$ cat config.mk
export PLATFORM = sky130hd
export DESIGN_NAME = lcd_hex_driver
export DESIGN_NICKNAME = d
export VERILOG_FILES = /design/src/rtl/lcd_hex_driver.sv
export SDC_FILE = /design/constraint.sdc
export NUM_CORES = 1
export LEC_CHECK = 0
export CORE_ASPECT_RATIO = 1.1
export CORE_MARGIN = 2
export CORE_UTILIZATION = 25
export CTS_CLUSTER_DIAMETER = 80
export DETAILED_ROUTE_END_ITERATION = 10
export GPL_TIMING_DRIVEN = 0
export HOLD_SLACK_MARGIN = 0.12
export MAX_ROUTING_LAYER = met4
export PLACE_DENSITY = 0.41
export REMOVE_ABC_BUFFERS = 1
export SYNTH_ARGS = -nofsm -noshare
export SYNTH_HDL_FRONTEND = slang
export SYNTH_SLANG_ARGS = --single-unit
$ cat constraint.sdc
create_clock -name CLK -period 5.4 [get_ports CLK]
set_clock_uncertainty 0.05 [all_clocks]
set_input_delay 1.62 -clock CLK [delete_from_list [all_inputs] [get_ports CLK]]
set_output_delay 1.62 -clock CLK [all_outputs]
set_load 0.005 [all_outputs]
$ cat src/rtl/lcd_hex_driver.sv
// HD44780 16x2 LCD driver, 8-bit write-only: power-up wait, init commands, then
// continuously rewrites line 1 columns 0-7 with a per-frame snapshot of Value in hex.
module lcd_hex_driver #(
    parameter int unsigned E_CYC     = 12,
    parameter int unsigned CMD_CYC   = 2000,
    parameter int unsigned CLR_CYC   = 82000,
    parameter int unsigned PWRUP_CYC = 750000
) (
    input  logic        CLK,
    input  logic        RST,
    input  logic [31:0] Value,
    output logic        LCD_E,
    output logic        LCD_RS,
    output logic        LCD_RW,
    output logic [7:0]  LCD_DB,
    output logic        Ready,
    output logic        FrameDone
);

    localparam int unsigned MaxA   = (PWRUP_CYC > CLR_CYC) ? PWRUP_CYC : CLR_CYC;
    localparam int unsigned MaxB   = (CMD_CYC > E_CYC) ? CMD_CYC : E_CYC;
    localparam int unsigned MaxCyc = (MaxA > MaxB) ? MaxA : MaxB;
    localparam int unsigned CntW   = $clog2(MaxCyc + 1);

    typedef enum logic [1:0] {StPwrup, StInit, StAddr, StChar} state_e;
    typedef enum logic [1:0] {PhSetup, PhStrobe, PhWait} phase_e;

    state_e            state_q, state_d;
    phase_e            phase_q, phase_d;
    logic [2:0]        idx_q, idx_d;
    logic [CntW-1:0]   cnt_q, cnt_d;
    logic [CntW-1:0]   wait_last;
    logic [31:0]       snap_q, snap_d;
    logic              e_q, e_d;
    logic              rs_q, rs_d;
    logic [7:0]        db_q, db_d;
    logic              ready_q, ready_d;
    logic              frame_q, frame_d;

    function automatic logic [7:0] hex_ascii(input logic [3:0] n);
        return (n < 4'd10) ? 8'h30 + {4'h0, n} : 8'h37 + {4'h0, n};
    endfunction

    function automatic logic [7:0] init_cmd(input logic [1:0] i);
        logic [7:0] cmd;
        case (i)
            2'd0:    cmd = 8'h38;
            2'd1:    cmd = 8'h0C;
            2'd2:    cmd = 8'h01;
            default: cmd = 8'h06;
        endcase
        return cmd;
    endfunction

    // The clear command (third init byte) needs the long settle time.
    assign wait_last = (state_q == StInit && idx_q == 3'd2) ? CntW'(CLR_CYC - 1)
                                                           : CntW'(CMD_CYC - 1);

    always_comb begin
        state_d = state_q;
        phase_d = phase_q;
        idx_d   = idx_q;
        cnt_d   = cnt_q + CntW'(1);
        snap_d  = snap_q;
        rs_d    = rs_q;
        db_d    = db_q;
        ready_d = ready_q;
        frame_d = 1'b0;
        e_d     = 1'b0;

        if (state_q == StAddr && phase_q == PhSetup) begin
            snap_d = Value;
        end

        unique case (state_q)
            StPwrup: begin
                if (cnt_q == CntW'(PWRUP_CYC)) begin
                    state_d = StInit;
                    phase_d = PhSetup;
                    idx_d   = 3'd0;
                    cnt_d   = '0;
                end
            end
            default: begin
                unique case (phase_q)
                    PhSetup: begin
                        phase_d = PhStrobe;
                        cnt_d   = '0;
                    end
                    PhStrobe: begin
                        if (cnt_q == CntW'(E_CYC - 1)) begin
                            phase_d = PhWait;
                            cnt_d   = '0;
                        end
                    end
                    PhWait: begin
                        if (cnt_q == wait_last) begin
                            phase_d = PhSetup;
                            cnt_d   = '0;
                            unique case (state_q)
                                StInit: begin
                                    if (idx_q == 3'd3) begin
                                        state_d = StAddr;
                                        idx_d   = 3'd0;
                                    end else begin
                                        idx_d = idx_q + 3'd1;
                                    end
                                end
                                StAddr: begin
                                    state_d = StChar;
                                    idx_d   = 3'd0;
                                end
                                StChar: begin
                                    if (idx_q == 3'd7) begin
                                        state_d = StAddr;
                                        frame_d = 1'b1;
                                    end else begin
                                        idx_d = idx_q + 3'd1;
                                    end
                                end
                                default: ;
                            endcase
                        end
                    end
                    default: ;
                endcase
            end
        endcase

        // Bus is loaded on entry to SETUP and then held through STROBE and WAIT.
        if (state_d != StPwrup && phase_d == PhSetup) begin
            unique case (state_d)
                StInit: begin
                    rs_d = 1'b0;
                    db_d = init_cmd(idx_d[1:0]);
                end
                StAddr: begin
                    rs_d = 1'b0;
                    db_d = 8'h80;
                end
                StChar: begin
                    rs_d = 1'b1;
                    db_d = hex_ascii(snap_q[{~idx_d, 2'b00} +: 4]);
                end
                default: ;
            endcase
        end

        e_d = (state_d != StPwrup) && (phase_d == PhStrobe);
        if (state_d == StAddr) begin
            ready_d = 1'b1;
        end
    end

    always_ff @(posedge CLK or negedge RST) begin
        if (!RST) begin
            state_q <= StPwrup;
            phase_q <= PhSetup;
            idx_q   <= 3'd0;
            cnt_q   <= '0;
            snap_q  <= 32'd0;
            e_q     <= 1'b0;
            rs_q    <= 1'b0;
            db_q    <= 8'h00;
            ready_q <= 1'b0;
            frame_q <= 1'b0;
        end else begin
            state_q <= state_d;
            phase_q <= phase_d;
            idx_q   <= idx_d;
            cnt_q   <= cnt_d;
            snap_q  <= snap_d;
            e_q     <= e_d;
            rs_q    <= rs_d;
            db_q    <= db_d;
            ready_q <= ready_d;
            frame_q <= frame_d;
        end
    end

    assign LCD_E     = e_q;
    assign LCD_RS    = rs_q;
    assign LCD_RW    = 1'b0;
    assign LCD_DB    = db_q;
    assign Ready     = ready_q;
    assign FrameDone = frame_q;

endmodule

Word level (Yosys, flattened, before mapping) --
Index checks and enable logic that the tools add are counted.
Storage, ports and cells: bits in registers 71, bits of input ports 34, output and inout bits 13, word-level logic and storage cells 82
Cells by class: add/sub/neg operators 4, order comparisons 1, equal/unequal tests 17, shifts and indexed selects 1, multiplexer cells 34, bitwise gates (word level) 1, reduce and logical (&&, ||, !) cells 14
Operators with widths (number):
- $mux 20 | 4
- $pmux 20 s3 | 1
- $shiftx 32x6->4 | 1
- $pmux 8 s3 | 1
- $add 20x1->20 const B | 1
- $eq 20x17->1 | 1
- $eq 20x20->1 const B | 1
- $eq 20x4->1 const B | 1
- $mux 2 | 10
- $mux 3 | 6
- $pmux 6 s3 | 1
- $mux 17 | 1
- $add 6x4->7 const A | 2
- $eq 2x2->1 const B | 6
- $pmux 2 s3 | 2
- $eq 2x1->1 const B | 5
- $pmux 3 s3 | 1
- $logic_not 2->1 | 4
- $mux 7 | 1
- $eq 3x2->1 const B | 2
- $mux 1 | 5
- $logic_and 1x1->1 | 4
- $lt 4x4->1 const B | 1
- $reduce_and 2->1 | 2
- 7 further kinds | 8

Longest topological paths before layout --
word-level depth 12, depth in mapped cells 17, gate-level depth less buffers 14

Worst setup path after synthesis --
Ideal clock, no wire load.
kind reg-to-reg, start point reg idx_q[0], end point reg db_q[4] (netlist: LCD_DB[4]), library setup time 0.121 ns, arrival time 4.037 ns, required time 5.229 ns, slack 1.192 ns, stages on the path, launching flop included 18, path buffers 3, period minus slack after synthesis 4.208 ns, path through dfrtp_1 -> clkbuf_1 -> clkbuf_1 -> inv_1 -> ha_1 -> nor4bb_1 -> or4b_4 -> a2111oi_4 -> a21oi_1 -> or3b_1 -> buf_4 -> mux2i_1 -> mux2i_1 -> inv_1 -> ha_1 -> o21bai_1 -> a21oi_1 -> o22a_1
On the way: longest elaborated chain between the ends 12, elaborated cells on any way between the ends 42, classes of those cells add/sub: 3; order compare: 1; eq/ne: 9; shift: 1; mux: 20; bitwise: 1; reduce/logical: 7
RTL lines:
- from (decl) | RTL line 30 | logic [2:0] idx_q, idx_d;
- from (signal assigned) | RTL line 170 | idx_q <= idx_d;
- $eq 3x2->1 | RTL line 56 | assign wait_last = (state_q == StInit && idx_q == 3'd2) ? CntW'(CLR_CYC - 1)
- $logic_and 1x1->1 | RTL line 56
- $mux 17 | RTL line 56
- $eq 20x17->1 | RTL line 97 | if (cnt_q == wait_last) begin
- $mux 3 (*) | RTL line 97
- $mux 3 (*) | RTL line 85 | unique case (phase_q)
- $mux 3 (*) | RTL line 75 | unique case (state_q)
- via idx_d[2] | RTL line 30
- $not 3->3 (*) | RTL line 143 | db_d = hex_ascii(snap_q[{~idx_d, 2'b00} +: 4]);
- $shiftx 32x6->4 (*) | RTL line 143
- $add 6x4->7 / $lt 4x4->1 (equally long branches) | RTL line 41 | return (n < 4'd10) ? 8'h30 + {4'h0, n} : 8'h37 + {4'h0, n};
- $mux 7 (*) | RTL line 41
- $pmux 8 s3 (*) | RTL line 132 | unique case (state_d)
- to (signal assigned) | RTL line 164 | db_q <= 8'h00;
- to (signal assigned) | RTL line 175 | db_q <= db_d;
- to (decl) | RTL line 36 | logic [7:0] db_q, db_d;
Mark *: on every way through the listed nets, which the timed path passes. The rest lies on a longest branch. A chain may end at the register's enable or synchronous reset.

Worst setup path in the final report --
start point reg idx_q[0], end point reg db_q[4] (netlist: LCD_DB[4])
On the way: longest elaborated chain between the ends 12, elaborated cells on any way between the ends 42, classes of those cells add/sub: 3; order compare: 1; eq/ne: 9; shift: 1; mux: 20; bitwise: 1; reduce/logical: 7
RTL lines (RTL line):
- $eq 3x2->1 | 56
- $logic_and 1x1->1 | 56
- $mux 17 | 56
- $eq 20x17->1 | 97
- $mux 3 | 97
- $mux 3 | 85
- $mux 3 | 75
- $not 3->3 | 143
- $shiftx 32x6->4 | 143
- $add 6x4->7 / $lt 4x4->1 (equally long branches) | 41
- $mux 7 | 41
- $pmux 8 s3 | 132
Parallel ways exist; a longest one is shown, timed or not.

==> impl_metrics.tcl <==
set metrics [dict create \
    period_share 0.8750 \
    synth_edf_count 0 \
    die_w_um 124.9 \
    placed_cells 642 \
    diodes 0 \
    path_max_fanout 31 \
    htreeDepth 3 \
    drt-initial-drc-count 129 \
    critPathLaunchType "flip-flop" \
    cap_violations 0 \
    yosys-top-cells-count "71 x dfrtp_1, 41 x nand3_1, 40 x nor2_1, 35 x nand2_1, 32 x mux2_2" \
    ys_warn_count 0 \
    yosysUniqueCellTypes 54 \
    grt_usage 0.1301 \
    grt_max_degree 42 \
    clockBufferDepth 2 \
    stdcell_count 657 \
    maxSlewViolCount 0 \
    holdBufCountCts 0 \
    rsz0062_at_grt "false" \
    p_int_mw 0.9087 \
    worstMarginPinSlew_ns 1.176 \
    relSlewSlack 0.2161 \
    arrival_ns 4.90 \
    crit_type "reg -> reg" \
    clock-sinks 71 \
    r2r_slack_ns 0.67 \
    gp_congestion 0.7442 \
    final_nets 492 \
    dr.pass1.iters 4 \
    drive_gt1_frac 0.1510 \
    grt_pass1_vias 3286 \
    fmax_ghz 0.2116 \
    power_density_nw_per_um2 231.2 \
    synth.area.top_cells "dfrtp_1 44%, mux2_2 9.0%, nand3_1 5.1%" \
    finalHoldViolCount 0 \
    hold_class "reg -> reg" \
    core_area_um2 15740 \
    place_hpwl_mm 7.120 \
    die_area_um2 17110 \
    p_seq_frac 0.459 \
    setup_viol 0 \
    r2r_cells 14 \
    gr-total-overflow 0 \
    initial_core_util 0.2555 \
    postSynthCellCount 416 \
    grt_pass1_wl_mm 16.95 \
    clk_pin_slew_worst_paths_ns 0.06 \
    ys_async_sr_fraction 1.000 \
    synth.top_cell.area_share 0.4420 \
    syn_area_um2 4020 \
    min_period_ns 4.725 \
    die_y_um 137 \
    reg2reg_to "LCD_DB[4]" \
    yosysMostFrequentCell "dfrtp_1" \
    end_kind "flip-flop" \
    power.leakage_nw 2.096 \
    syn_avg_cell_area_um2 9.664 \
    fillers 1649 \
    crit_path_start "idx_q[0]" \
    routed-via-count 3196 \
    yosysTopAreaCell "dfrtp_1" \
    cts_made_buffers 9 \
    yosysSeqAreaShare 0.4420 \
    area_growth_pct 24.62 \
    fin_util 0.3184 \
    wl_per_cell_um 15.64 \
    hold_ws_ns 0.4227 \
    io_buffers 45 \
    viasPerCell 4.865 \
    p_sw_mw 0.2498 \
    ys_seq_elements 71 \
    status "finished clean" \
    antenna_found_initial 0 \
    clock-root-buffer "clkbuf_16" \
    routed_wl_mm 10.28 \
    pwr-share-comb 0.032 \
    ys.flop_type "dfrtp_1" \
    crit_path_end "LCD_DB[4]" \
    r2r_start "idx_q[0]" \
    vdd_drop_max_uv 114.7 \
    post-route-drc-count 0 \
    clk_latency_ns 0.34 \
    io_pins 47 \
    worstPathRequired_ns 5.58 \
    clkPwrFrac 0.509 \
    cts_tree "built" \
    ant_nets 0 \
    switching_share 0.2157 \
    rows 48 \
]
## layout make-up
class,instances,area (um^2),share of cell area
multi-input cells,308,2110,0.4211
clock buffers,9,225.2,0.04496
repair buffers,53,546.8,0.1091
flip-flops and latches,71,1778,0.3549
clock inverters,6,62.56,0.01249
well taps,200,250.2,0.04995
inverters,10,37.54,0.007493
## per-layer routing
metal  up-vias  routed length (um)  track usage
met5         -                   0            -
met4         0                 171      0.04877
met3         9                 353      0.02971
met2        66                5053       0.2177
met1      1550                4697       0.1546
li1       1571                   -            -
## worst min path at each step
stage / slack [ns] / cells after the start / end / from
2_1_floorplan: 0.41 / 1 / Ready / Ready
3_3_place_gp: 0.41 / 1 / Ready / Ready
3_5_place_dp: 0.41 / 1 / Ready / Ready
4_1_cts: 0.42 / 1 / Ready / Ready
5_1_grt: 0.45 / 1 / Ready / Ready
6_report: 0.42 / 1 / Ready / Ready
## kinds of logic (layout without fill, tap and decap cells)
| group | count (synthesis) | in the layout | synth area share |
|---|---|---|---|
| AOI/OAI and AO/OA | 81 | 81 | 0.1432 |
| xor gates and xnor gates | 19 | 19 | 0.04139 |
| adders and majority gates | 5 | 5 | 0.01556 |
| buffers and inverters | 37 | 78 | 0.03766 |
| DFF | 71 | 71 | 0.4420 |
| muxes | 49 | 49 | 0.1329 |
| other | 1 | 1 | 0.0009328 |
| and+or+nand+nor | 153 | 153 | 0.1864 |
## through the flow
| stage | instance area [um^2] | setup TNS [ns] | setup slack, ns | total power [mW] |
|---|---|---|---|---|
| floorplan | 3906 | 0 | 0.6744 | 0.5422 |
| global placement | 4607 | -50.56 | -1.405 | 0.5781 |
| detailed placement | 4718 | 0 | 0.3620 | 0.5805 |
| CTS | 5006 | 0 | 0.3472 | 1.182 |
| global route | 5010 | 0 | 0.3273 | 1.209 |
| finish | 5010 | 0 | 0.6749 | 1.158 |
## worst max-delay path, stage by stage, from the launching register on
cell and delay [ns]:
dfrtp_2 0.71, inv_1 0.10, ha_1 0.21, nor4bb_1 0.15
or4b_4 0.54, a2111oi_4 0.65, a21oi_1 0.06, or3b_1 0.65
mux2i_1 0.23, mux2i_1 0.38, inv_1 0.15, ha_1 0.24
o21bai_1 0.22, a21oi_1 0.09, o22a_1 0.16
## power groups by stage
| stage | registers [mW] | clock network [mW] | logic (mW) |
|---|---|---|---|
| 2_1_floorplan | 0.542 | 0 | 0.000346 |
| 3_3_place_gp | 0.542 | 0 | 0.0362 |
| 3_5_place_dp | 0.542 | 0 | 0.0388 |
| 4_1_cts | 0.532 | 0.611 | 0.0387 |
| 5_1_grt | 0.532 | 0.637 | 0.0411 |
| 6_report | 0.532 | 0.589 | 0.0370 |
## what timing repair did
item | CTS | global route
buffers inserted | 0 | 0
setup endpoints to repair | 0 | 1
gates resized for setup | 0 | 1
endpoints found under the hold margin | 0 | 0
## cells in the final DEF, fill, tap and decap left out, types with 9 or more instances in the layout
cell,count
mux2i_1,16
o22a_1,13
xor2_1,11
nand3_1,41
clkbuf_16,9
o211ai_1,13
nand2_1,35
o21ai_0,22
a21oi_1,12
clkdlybuf4s50_1,44
mux2_2,32
inv_1,10
nor2_1,39
dfrtp_1,70
## flip-flops by register name, summed over array words and instances (netlist names)
register and flops:
LCD_E 1, idx_q 3, FrameDone 1, cnt_q 20
state_q 2, LCD_RS 1, phase_q 2, LCD_DB 8
snap_q 32, Ready 1
(Power assumes the default switching activity.)
